`config.mk`:
```
export PLATFORM = sky130hd
export DESIGN_NAME = lighthouse_sample_fifo
export DESIGN_NICKNAME = d
export VERILOG_FILES = /design/src/rtl/lighthouse_sample_fifo.sv
export SDC_FILE = /design/constraint.sdc
export NUM_CORES = 1
export LEC_CHECK = 0
export CORE_MARGIN = 8
export CORE_UTILIZATION = 39
export CTS_BUF_LIST = sky130_fd_sc_hd__clkbuf_8
export DETAILED_ROUTE_END_ITERATION = 6
export DONT_BUFFER_PORTS = 1
export GPL_TIMING_DRIVEN = 0
export HOLD_SLACK_MARGIN = 0.05
export PLACE_DENSITY = 0.53
export SYNTH_ARGS = -nofsm -noshare
export SYNTH_HDL_FRONTEND = slang
export SYNTH_SLANG_ARGS = --single-unit
```
`constraint.sdc`:
```
create_clock -name clock -period 4.9 [get_ports clock]
set_input_delay 1.225 -clock clock [delete_from_list [all_inputs] [get_ports clock]]
set_output_delay 1.225 -clock clock [all_outputs]
set_load 0.02 [all_outputs]
```
`src/rtl/lighthouse_sample_fifo.sv`:
```
// Sample FIFO between lighthouse_sensor and the HPS Avalon slave: push on ready rising edge, pop on DATA read.
// Optional build macro LH_FIFO_TIMESTAMP_EN adds a per-sample cycle timestamp readable at address 4.
module lighthouse_sample_fifo #(
    parameter int unsigned DEPTH_LOG2 = 4
) (
    input  logic        clock,
    input  logic        reset,
    input  logic        sample_ready,
    input  logic [31:0] sample_data,
    input  logic [2:0]  address,
    input  logic        read,
    input  logic        write,
    input  logic [31:0] writedata,
    output logic [31:0] readdata,
    output logic        waitrequest
);

    localparam int unsigned DEPTH      = 1 << DEPTH_LOG2;
    localparam logic [31:0] EMPTY_WORD = 32'hDEAD_BEEF;
    localparam logic [31:0] ID_WORD    = 32'h4C48_0001;

    logic                  ready_q;
    logic [31:0]           mem [DEPTH];
    logic [DEPTH_LOG2-1:0] wr_ptr;
    logic [DEPTH_LOG2-1:0] rd_ptr;
    logic [DEPTH_LOG2:0]   count;
    logic [31:0]           drops;
    logic                  overflow;
    logic [31:0]           status;

    logic push, pop, empty, full, store, drop, ctrl_wr, flush, clear;
    logic unused_writedata;

    assign push    = sample_ready & ~ready_q;
    assign empty   = (count == '0);
    assign full    = (count == (DEPTH_LOG2 + 1)'(DEPTH));
    assign pop     = read & (address == 3'd1) & ~empty;
    assign ctrl_wr = write & (address == 3'd2);
    assign flush   = ctrl_wr & writedata[0];
    assign clear   = ctrl_wr & writedata[1];
    // A pop in the same cycle frees the slot, so a full FIFO still accepts the push.
    assign store   = push & (~full | pop) & ~flush;
    assign drop    = push & full & ~pop & ~flush;

    assign waitrequest      = 1'b0;
    assign unused_writedata = ^writedata[31:2];

    always_ff @(posedge clock or posedge reset) begin
        if (reset) begin
            ready_q  <= 1'b0;
            wr_ptr   <= '0;
            rd_ptr   <= '0;
            count    <= '0;
            drops    <= '0;
            overflow <= 1'b0;
        end else begin
            ready_q <= sample_ready;
            if (flush) begin
                wr_ptr <= '0;
                rd_ptr <= '0;
                count  <= '0;
            end else begin
                if (store) wr_ptr <= wr_ptr + DEPTH_LOG2'(1);
                if (pop)   rd_ptr <= rd_ptr + DEPTH_LOG2'(1);
                case ({store, pop})
                    2'b10:   count <= count + (DEPTH_LOG2 + 1)'(1);
                    2'b01:   count <= count - (DEPTH_LOG2 + 1)'(1);
                    default: count <= count;
                endcase
            end
            if (clear) begin
                drops    <= '0;
                overflow <= 1'b0;
            end else if (drop) begin
                overflow <= 1'b1;
                if (drops != '1) drops <= drops + 32'd1;
            end
        end
    end

    always_ff @(posedge clock) begin
        if (store) mem[wr_ptr] <= sample_data;
    end

`ifdef LH_FIFO_TIMESTAMP_EN
    logic [31:0] cycle_count;
    logic [31:0] ts_mem [DEPTH];

    always_ff @(posedge clock or posedge reset) begin
        if (reset) cycle_count <= '0;
        else       cycle_count <= cycle_count + 32'd1;
    end

    always_ff @(posedge clock) begin
        if (store) ts_mem[wr_ptr] <= cycle_count;
    end
`endif

    always_comb begin
        status               = '0;
        status[31]           = overflow;
        status[30]           = empty;
        status[29]           = full;
        status[DEPTH_LOG2:0] = count;
        readdata             = EMPTY_WORD;
        case (address)
            3'd0: readdata = status;
            3'd1: if (!empty) readdata = mem[rd_ptr];
            3'd2: readdata = drops;
            3'd3: readdata = ID_WORD;
`ifdef LH_FIFO_TIMESTAMP_EN
            3'd4: if (!empty) readdata = ts_mem[rd_ptr];
`endif
            default: readdata = EMPTY_WORD;
        endcase
    end

endmodule

```
==> Yosys cells after proc, flatten, opt, wreduce, memory -nomap -nowiden <==
Memory sizes are Yosys's and may differ from the RTL's.
Index checks and enable logic that the tools add are counted.
{ "classes": {"eq_ne": 7, "div_mod_pow": 0, "n_reduce_logical": 8, "magnitude_cmp": 0, "multipliers": 0, "n_addsub": 5, "muxes": 15, "shifts": 0, "bitwise_logic": 17} }
{ "op_table": {"columns": ["operator", "n"], "rows": [
  ["$mux W32", 4],
  ["$pmux W32 S4", 1],
  ["$add A32 B1 Y32 const B", 1],
  ["$ne A32 B32 Y1 const B", 1],
  ["$mux W4", 4],
  ["$and A1 B1 Y1", 11],
  ["$pmux W5 S2", 1],
  ["$add A4 B1 Y4 const B", 2],
  ["$reduce_bool A2 Y1", 4],
  ["$eq A3 B2 Y1 const B", 2],
  ["$add A5 B1 Y5 const B", 1],
  ["$eq A5 B5 Y1 const B", 1],
  ["$logic_not A5 Y1", 1],
  ["$mux W5", 1],
  ["$not A1 Y1", 5],
  ["$sub A5 B1 Y5 const B", 1],
  ["$mux W1", 4],
  ["$eq A3 B1 Y1 const B", 1],
  ["$logic_not A3 Y1", 1],
  ["$reduce_bool A3 Y1", 1],
  ["$eq A2 B1 Y1 const B", 1],
  ["$eq A2 B2 Y1 const B", 1],
  ["$reduce_and A2 Y1", 1],
  ["$or A1 B1 Y1", 1]
]} }
{ "totals": {"mem_count": 1, "ram_bits": 512, "romBits": 0, "in_bits": 72, "word_cells": 59, "latchBits": 0, "out_inout_bits": 33, "ff_bits": 47} }
{ "memory_table": {"columns": ["name", "depth", "width", "rd", "rd_clocked_by_memory_dff", "write_ports", "line", "text"], "rows": [
  ["mem", 16, 32, 1, 0, 1, "23", "logic [31:0] mem [DEPTH];"]
]} }

==> Logic depth before layout (Yosys ltp) <==
Gate-level depths: netlist of run 1.
{ "depth": {"word_depth": 9, "mapped_depth": 10} }

==> Least setup slack after synthesis of run 1 <==
OpenSTA, ideal clock, no wires.
{ "synth_path": {"path_type": "input port to flip-flop", "startpoint": "input port address[1]", "endpoint": "memory mem[0][0] (enable)", "t_required_ns": 4.398, "setup_slack_ns": -0.795, "path_buffers": 1, "t_arrival_ns": 5.193, "path_stages": 5, "path_cell_list": "nand4bb_1 buf_2 a31oi_2 nand2_1 nor4_1"} }
{ "synth_between": {"elab_chain_cells": 8, "elab_cells_between_ends": 12} }
{ "synth_rtl": {"columns": ["element", "line", "text"], "rows": [
  ["from (decl)", "10", "input logic [2:0] address,"],
  ["$eq A3 B1 Y1", "37", "assign pop = read & (address == 3'd1) & ~empty;"],
  ["$and A1 B1 Y1 (2 in series)", "37", null],
  ["$or A1 B1 Y1", "42", "assign store = push & (~full | pop) & ~flush;"],
  ["$and A1 B1 Y1", "42", null],
  ["$and A1 B1 Y1 *", "42", null],
  ["$mux W1 *", "82", "if (store) mem[wr_ptr] <= sample_data;"],
  ["$mux W1 (not written as such) *", "82", null],
  ["to (decl)", "23", null]
]} }
Mark *: on every way between the ends. The rest lies on a longest branch, timed or not.

==> Final worst setup path of run 1 <==
{ "layout_path": {"startpoint": "register count[2]", "endpoint": "output port readdata[18]"} }
{ "layout_between": {"elab_chain_cells": 3} }
{ "layout_rtl": {"columns": ["element", "line", "text"], "rows": [
  ["from (decl)", "26", "logic [DEPTH_LOG2:0] count;"],
  ["from (signal assigned)", "66", "2'b10: count <= count + (DEPTH_LOG2 + 1)'(1);"],
  ["from (signal assigned)", "67", "2'b01: count <= count - (DEPTH_LOG2 + 1)'(1);"],
  ["from (signal assigned)", "68", "default: count <= count;"],
  ["$logic_not A5 Y1", "35", "assign empty = (count == '0);"],
  ["$mux W32", "108", "3'd1: if (!empty) readdata = mem[rd_ptr];"],
  ["$pmux W32 S4", "106", "case (address)"],
  ["to (decl)", "14", "output logic [31:0] readdata,"]
]} }
No other way between the ends.

==> qor.yml, run 1 <==
run_status:
  status: "finished, final reports clean"
yosys:
  synth_nets: 1274
  avgSynthCellArea_um2: 19.0
  ys.flop_type: "edfxtp_1"
  synth_enable_flop_cells: 512
  syn_inst: 1194
  yosysUniqueCellTypes: 58
  async_flop_share: 0.0841
  yosysWarnings: 0
  ys_ff_latch: 559
  ys_seq_area_frac: 0.730
  synth_area_um2: 22700
setup_path:
  endpoint: "readdata[18]"
  crit_fanout: 10
  endpoint_kind: "output pin"
  crit_arrival_ns: 3.54
  worstReg2RegStart: "count[1]"
  r2r_end: "mem[0][19]"
  start_kind: "register"
  setup.worst_path.start: "count[2]"
  r2r_cells: 9
  rrSetupSlack_ns: 1.39
  criticalPathCategory: "reg -> out"
  cp_data_required_time_ns: 3.67
clock_network:
  cts-root-buf: "clkbuf_8"
  cts.path.max_buffers: 3
  cts_tree: "yes"
  post_cts_buffers: 0
  cts_made_buffers: 92
  clk_latency_ns: 0.66
  clkTransAtPathRegs_ns: 0.06
  cts_htree_levels: 3
  cts.sinks: 559
drt:
  post-route-drc-count: 0
  drt-vias-per-instance: 5.61
  post_drt_wl_per_cell_um: 27.7
  vias: 12169
  ant_nets: 0
  dr.pass1.iters: 5
  routed_wirelength_um: 60000
  drt_iter0_drc: 1093
die:
  rows: 88
  dieArea_um2: 66100
  die_y_um: 257
  core_area_um2: 57600
  ios: 105
  dieWidth_um: 257
  start_util: 0.393
timing:
  hold_viol: 0
  maxSlewHeadroom: 0.253
  max_clock_freq_mhz: 210
  worst_slew_pin_slew_ns: 1.12
  fin_skew_ns: 0.0177
  period_needed_ns: 4.77
  setup_viol: 0
  fin_crit_sh: 0.973
  drv_slew: 0
  tns_ns: 0
job:
  maxCapViolCount: 0
global_route:
  grt_usage: 0.181
  grt-ovfl-total: 0
  grt_pass1_wl_um: 87400
  antenna_found_initial: 2
  grt_pass1_vias: 12587
  grt_max_degree: 29
cells_and_area:
  layout-drive-gt1-share: 0.266
  area_growth_pct: 14.8
  final_util: 0.452
  stdcell_count: 2170
  fillCellCount: 4954
  fin_nets: 1412
place:
  routabilityCongestion: 0.832
  port_buffers: 0
  dp_hpwl_um: 40200
  placed_cells: 2003
power_and_ir_drop:
  powerDensity_nw_per_um2: 476
  ir_worst_vdd_v: 0.000203
  p_total_mw: 12.4
  p_leak_nw: 8.44
worst_hold_path:
  min_path_type: "in -> async"
power breakdown:
part / leakage, nW / switching (mW) / total [mW] / internal, mW
clock network: 0.972 / 1.84 / 3.78 / 1.94
logic: 2.22 / 1.71 / 3.05 / 1.34
registers: 5.24 / 0.107 / 5.57 / 5.46
area by class of cell:
class / instances / area [µm²] / area share
timing repair buffer: 44 / 583 / 0.0224
antenna: 1 / 2.50 / 0.0000962
buffer: 71 / 354 / 0.0136
multi-input combinational: 552 / 5850 / 0.225
inverter: 12 / 45.0 / 0.00173
tap: 765 / 957 / 0.0368
sequential: 559 / 16600 / 0.636
clock buffer: 94 / 1290 / 0.0497
clock inverter: 72 / 382 / 0.0147
state kept, by name, summed over array words and instances (netlist names):
signal,count
drops,32
ready_q,1
rd_ptr,4
mem,512
overflow,1
wr_ptr,4
count,5
cells by family (layout without fill, tap and decap cells):
group,after synthesis,after routing,share of synthesized area
XOR/XNOR,10,10,0.00387
multiplexers,173,173,0.148
adder cells (fa/ha/maj),8,8,0.00442
AO/OA/AOI/OAI,162,162,0.0477
AND/OR/NAND/NOR,198,198,0.0500
flip-flops,559,559,0.730
other,1,2,0.000165
buffers and inverters,83,293,0.0151
synthesized netlist by cell type (8+ instances only):
| cell | instances | area share |
|---|---|---|
| clkbuf_1 | 44 | 0.0073 |
| nand2_1 | 30 | 0.0050 |
| a221oi_1 | 15 | 0.0058 |
| and3_1 | 8 | 0.0022 |
| a22oi_1 | 15 | 0.0050 |
| nand4_1 | 12 | 0.0033 |
| nand3_1 | 18 | 0.0040 |
| o31ai_1 | 23 | 0.0076 |
| nand2b_1 | 8 | 0.0022 |
| mux2i_1 | 31 | 0.014 |
| nor2_1 | 34 | 0.0056 |
| inv_1 | 12 | 0.0020 |
| a21oi_1 | 49 | 0.011 |
| a211oi_1 | 8 | 0.0027 |
| dfrtp_1 | 47 | 0.052 |
| or4_1 | 22 | 0.0073 |
| a22o_1 | 11 | 0.0043 |
| edfxtp_1 | 512 | 0.68 |
| o21ai_0 | 24 | 0.0053 |
| ha_1 | 8 | 0.0044 |
| mux4_2 | 129 | 0.13 |
| mux2_2 | 13 | 0.0065 |
| buf_2 | 22 | 0.0049 |
| and2_1 | 14 | 0.0039 |
| nor2b_1 | 11 | 0.0030 |
through the flow:
step	hold WS, ns	worst slack (ns)	area, µm²
finish	0.460	0.131	26000
global route	0.462	-0.00442	26000
CTS	0.409	-0.00234	26000
detailed placement	0.511	-0.162	24300
global placement	0.523	-5.87	23600
floorplan	0.466	-0.795	22700
worst min path at each step:
| stage | from | end | slack (ns) |
|---|---|---|---|
| final | reset | drops[8] | 0.46 |
| after global routing | reset | drops[8] | 0.46 |
| after CTS | reset | drops[5] | 0.41 |
| after detailed placement | overflow | overflow | 0.51 |
| after global placement | overflow | overflow | 0.52 |
| after floorplan | overflow | overflow | 0.47 |
what timing repair did:
action / CTS / global route
endpoints found under the setup margin: 28 / 19
hold buffers: 0 / 0
pin swaps: 0 / 0
resized for setup: 39 / 19
endpoints found under the hold margin: 0 / 0
gates cloned: 0 / 0
layer usage:
metal  track usage  part of all wire  vias to the layer above
li1              -                 -                     5251
met1         0.238              0.43                     6475
met2         0.295              0.49                      359
met3        0.0432             0.061                       82
met4        0.0561             0.019                        2
met5             0           0.00022                        -
worst max-delay path, stage by stage, from the launching register on:
cell	delay, ns
dfrtp_1	0.48
or4_2	0.75
nor2_1	0.39
a21o_1	0.18
buf_2	0.23
clkbuf_2	0.34
a21oi_1	0.14
o21ai_1	0.39
cells in the final DEF (no fill, tap or decap), types with 5 or more instances in the layout:
cell type | Yosys | layout
a211oi_1 | 8 | 8
a21oi_1 | 49 | 47
a221oi_1 | 15 | 15
a22o_1 | 11 | 11
a22oi_1 | 15 | 15
a31oi_1 | 5 | 5
and2_1 | 14 | 6
and2_2 | 1 | 9
and3_1 | 8 | 8
buf_12 | 0 | 9
buf_16 | 0 | 7
buf_2 | 22 | 14
buf_4 | 1 | 36
clkbuf_1 | 44 | 30
clkbuf_2 | 0 | 14
clkbuf_8 | 0 | 94
clkinv_1 | 0 | 22
clkinv_2 | 0 | 8
dfrtp_1 | 47 | 47
edfxtp_1 | 512 | 512
ha_1 | 8 | 8
inv_1 | 12 | 45
mux2_2 | 13 | 13
mux2i_1 | 31 | 31
mux4_2 | 129 | 129
nand2_1 | 30 | 29
nand2b_1 | 8 | 8
nand3_1 | 18 | 18
nand4_1 | 12 | 12
nor2_1 | 34 | 29
nor2b_1 | 11 | 11
nor3_1 | 7 | 7
o21ai_0 | 24 | 8
o21ai_1 | 0 | 13
o31ai_1 | 23 | 23
or3_1 | 7 | 7
or4_1 | 22 | 22
xnor2_1 | 5 | 5
xor2_1 | 5 | 5
No activity file was read; power rests on OpenSTA's default activity.
==> run 2, diff against run 1 <==
--- a/config.mk
+++ b/config.mk
@@ -6,13 +6,14 @@
 export NUM_CORES = 1
 export LEC_CHECK = 0
 export CORE_MARGIN = 8
-export CORE_UTILIZATION = 39
+export CORE_UTILIZATION = 45
 export CTS_BUF_LIST = sky130_fd_sc_hd__clkbuf_8
+export CTS_CLUSTER_SIZE = 25
 export DETAILED_ROUTE_END_ITERATION = 6
 export DONT_BUFFER_PORTS = 1
 export GPL_TIMING_DRIVEN = 0
 export HOLD_SLACK_MARGIN = 0.05
-export PLACE_DENSITY = 0.53
+export PLACE_DENSITY = 0.6
 export SYNTH_ARGS = -nofsm -noshare
 export SYNTH_HDL_FRONTEND = slang
 export SYNTH_SLANG_ARGS = --single-unit
==> run 2 against run 1 <==
Effect of this change:
- critical path type unchanged
- critical path depth is 1 higher
- critical endpoint is now readdata[21]
- utilization is 6.5 points higher
- largest cell class unchanged
- final cell count is 4.9% lower
- combinational power is 2% lower
- highest routed layer is now met4
==> qor.yml, run 2 (synthesis results as in run 1) <==
run_status:
  status: "finished, final reports clean"
drt:
  routed_wirelength_um: 57600
  post_drt_wl_per_cell_um: 27.9
  vias: 12091
  post-route-drc-count: 0
  drt_iter0_drc: 1200
  ant_nets: 0
  dr.pass1.iters: 5
  drt-vias-per-instance: 5.86
setup_path:
  rrSetupSlack_ns: 1.43
  start_kind: "register"
  r2r_end: "mem[0][23]"
  cp_data_required_time_ns: 3.67
  crit_arrival_ns: 3.57
  r2r_cells: 8
  crit_fanout: 10
  worstReg2RegStart: "count[1]"
  endpoint_kind: "output pin"
  criticalPathCategory: "reg -> out"
timing:
  drv_slew: 0
  tns_ns: 0
  hold_viol: 0
  setup_viol: 0
  fin_crit_sh: 0.979
  maxSlewHeadroom: 0.159
  worst_slew_pin_slew_ns: 1.25
  max_clock_freq_mhz: 208
  rsz0062_at_grt: "no"
  period_needed_ns: 4.80
  fin_skew_ns: 0.0216
die:
  ios: 105
  die_y_um: 240
  rows: 82
  dieWidth_um: 240
  dieArea_um2: 57800
  start_util: 0.453
  core_area_um2: 50000
global_route:
  grt_usage: 0.203
  antenna_found_initial: 2
  grt_pass1_vias: 12475
  grt-ovfl-total: 0
  grt_max_degree: 28
  grt_pass1_wl_um: 84500
clock_network:
  cts_made_buffers: 91
  cts-root-buf: "clkbuf_8"
  cts.path.max_buffers: 3
  clk_latency_ns: 0.67
  cts_tree: "yes"
  cts_htree_levels: 3
  clkTransAtPathRegs_ns: 0.07
  cts.sinks: 559
place:
  placed_area_um2: 24000
  routabilityCongestion: 0.878
  dp_hpwl_um: 38100
  port_buffers: 0
power_and_ir_drop:
  ir_worst_vdd_v: 0.000212
  p_leak_nw: 8.34
  p_total_mw: 12.5
  powerDensity_nw_per_um2: 484
cells_and_area:
  area_growth_pct: 14.0
  mostFrequentLayoutCell: "edfxtp_1"
  layout_common_cells: "edfxtp_1 (512), mux4_2 (129), clkbuf_8 (95)"
  reg_top3: "mem (512), drops (32), count (5)"
  regMostFlops: "mem"
  fin_nets: 1404
  largest_register_ffs: 512
  layout-drive-gt1-share: 0.268
  final_area_um2: 25800
worst_hold_path:
  min_path_type: "in -> async"
job:
  maxCapViolCount: 0
[run 2: cell count changes in the layout (fill, tap and decap cells not counted), sizes merged]
cell,previous run,this run
buf,67,59
inv,47,32
clkinvlp,4,7
bufinv,3,6
clkbuf,140,142
diode,1,2
clkdlybuf4s18,0,1
clkdlybuf4s15,2,1
[run 2: power by group]
| part | total (mW) | switching (mW) | internal, mW | leakage [nW] |
|---|---|---|---|---|
| Combinational | 2.99 | 1.67 | 1.33 | 2.15 |
| Sequential | 5.57 | 0.107 | 5.46 | 5.24 |
| Clock | 3.94 | 1.83 | 2.11 | 0.945 |
| Total | 12.5 | 3.61 | 8.90 | 8.34 |
[run 2: per-layer routing]
layer / vias up / track usage / part of all wire
met5: - / 0 / 0
met4: 0 / 0.0614 / 0.017
met1: 6431 / 0.271 / 0.43
met2: 380 / 0.328 / 0.49
met3: 57 / 0.0500 / 0.070
li1: 5223 / - / -
[run 2: metrics by stage]
| stage | hold WS [ns] | setup WS (ns) | util | std cells |
|---|---|---|---|---|
| 5_1_grt | 0.454 | 0.00104 | 0.517 | 2063 |
| 4_1_cts | 0.412 | 0.0361 | 0.517 | 2061 |
| 3_5_place_dp | 0.526 | -0.0911 | 0.480 | 1903 |
| 6_report | 0.456 | 0.102 | 0.517 | 2063 |
| 2_1_floorplan | 0.466 | -0.795 | - | 1194 |
| 3_3_place_gp | 0.541 | -5.49 | 0.470 | 1866 |
[run 2: repair_timing]
action | in CTS | in global routing
hold buffers | 0 | 0
setup buffers | 0 | 0
endpoints found under the setup margin | 28 | 14
gates resized for setup | 35 | 14
[run 2: final cells by class]
cell class	count	area, µm²
Clock inverter	63	438
Fill cell	4036	24100
Sequential cell	559	16600
Multi-Input combinational cell	552	5850
Inverter	12	45.0
Buffer	71	350
Tap cell	672	841
Antenna cell	2	5.00
Timing Repair Buffer	37	440
Clock buffer	95	1310
[run 2: how the worst max path moves through the flow]
stage,start,endpoint,cells past startpoint
2_1_floorplan,address[1],mem[0][0],5
5_1_grt,count[2],readdata[25],7
6_report,count[1],readdata[21],8
4_1_cts,rd_ptr[3],readdata[10],6
3_3_place_gp,address[1],mem[2][21],5
3_5_place_dp,address[1],readdata[5],6
[run 2: worst max-delay path, stage by stage (launching register included)]
cell and delay (ns):
dfrtp_1 0.37, clkbuf_1 0.22, or4_2 0.64, nor2_1 0.33, a21o_1 0.17, buf_2 0.26, clkbuf_2 0.35, a21oi_1 0.16
o21ai_1 0.41
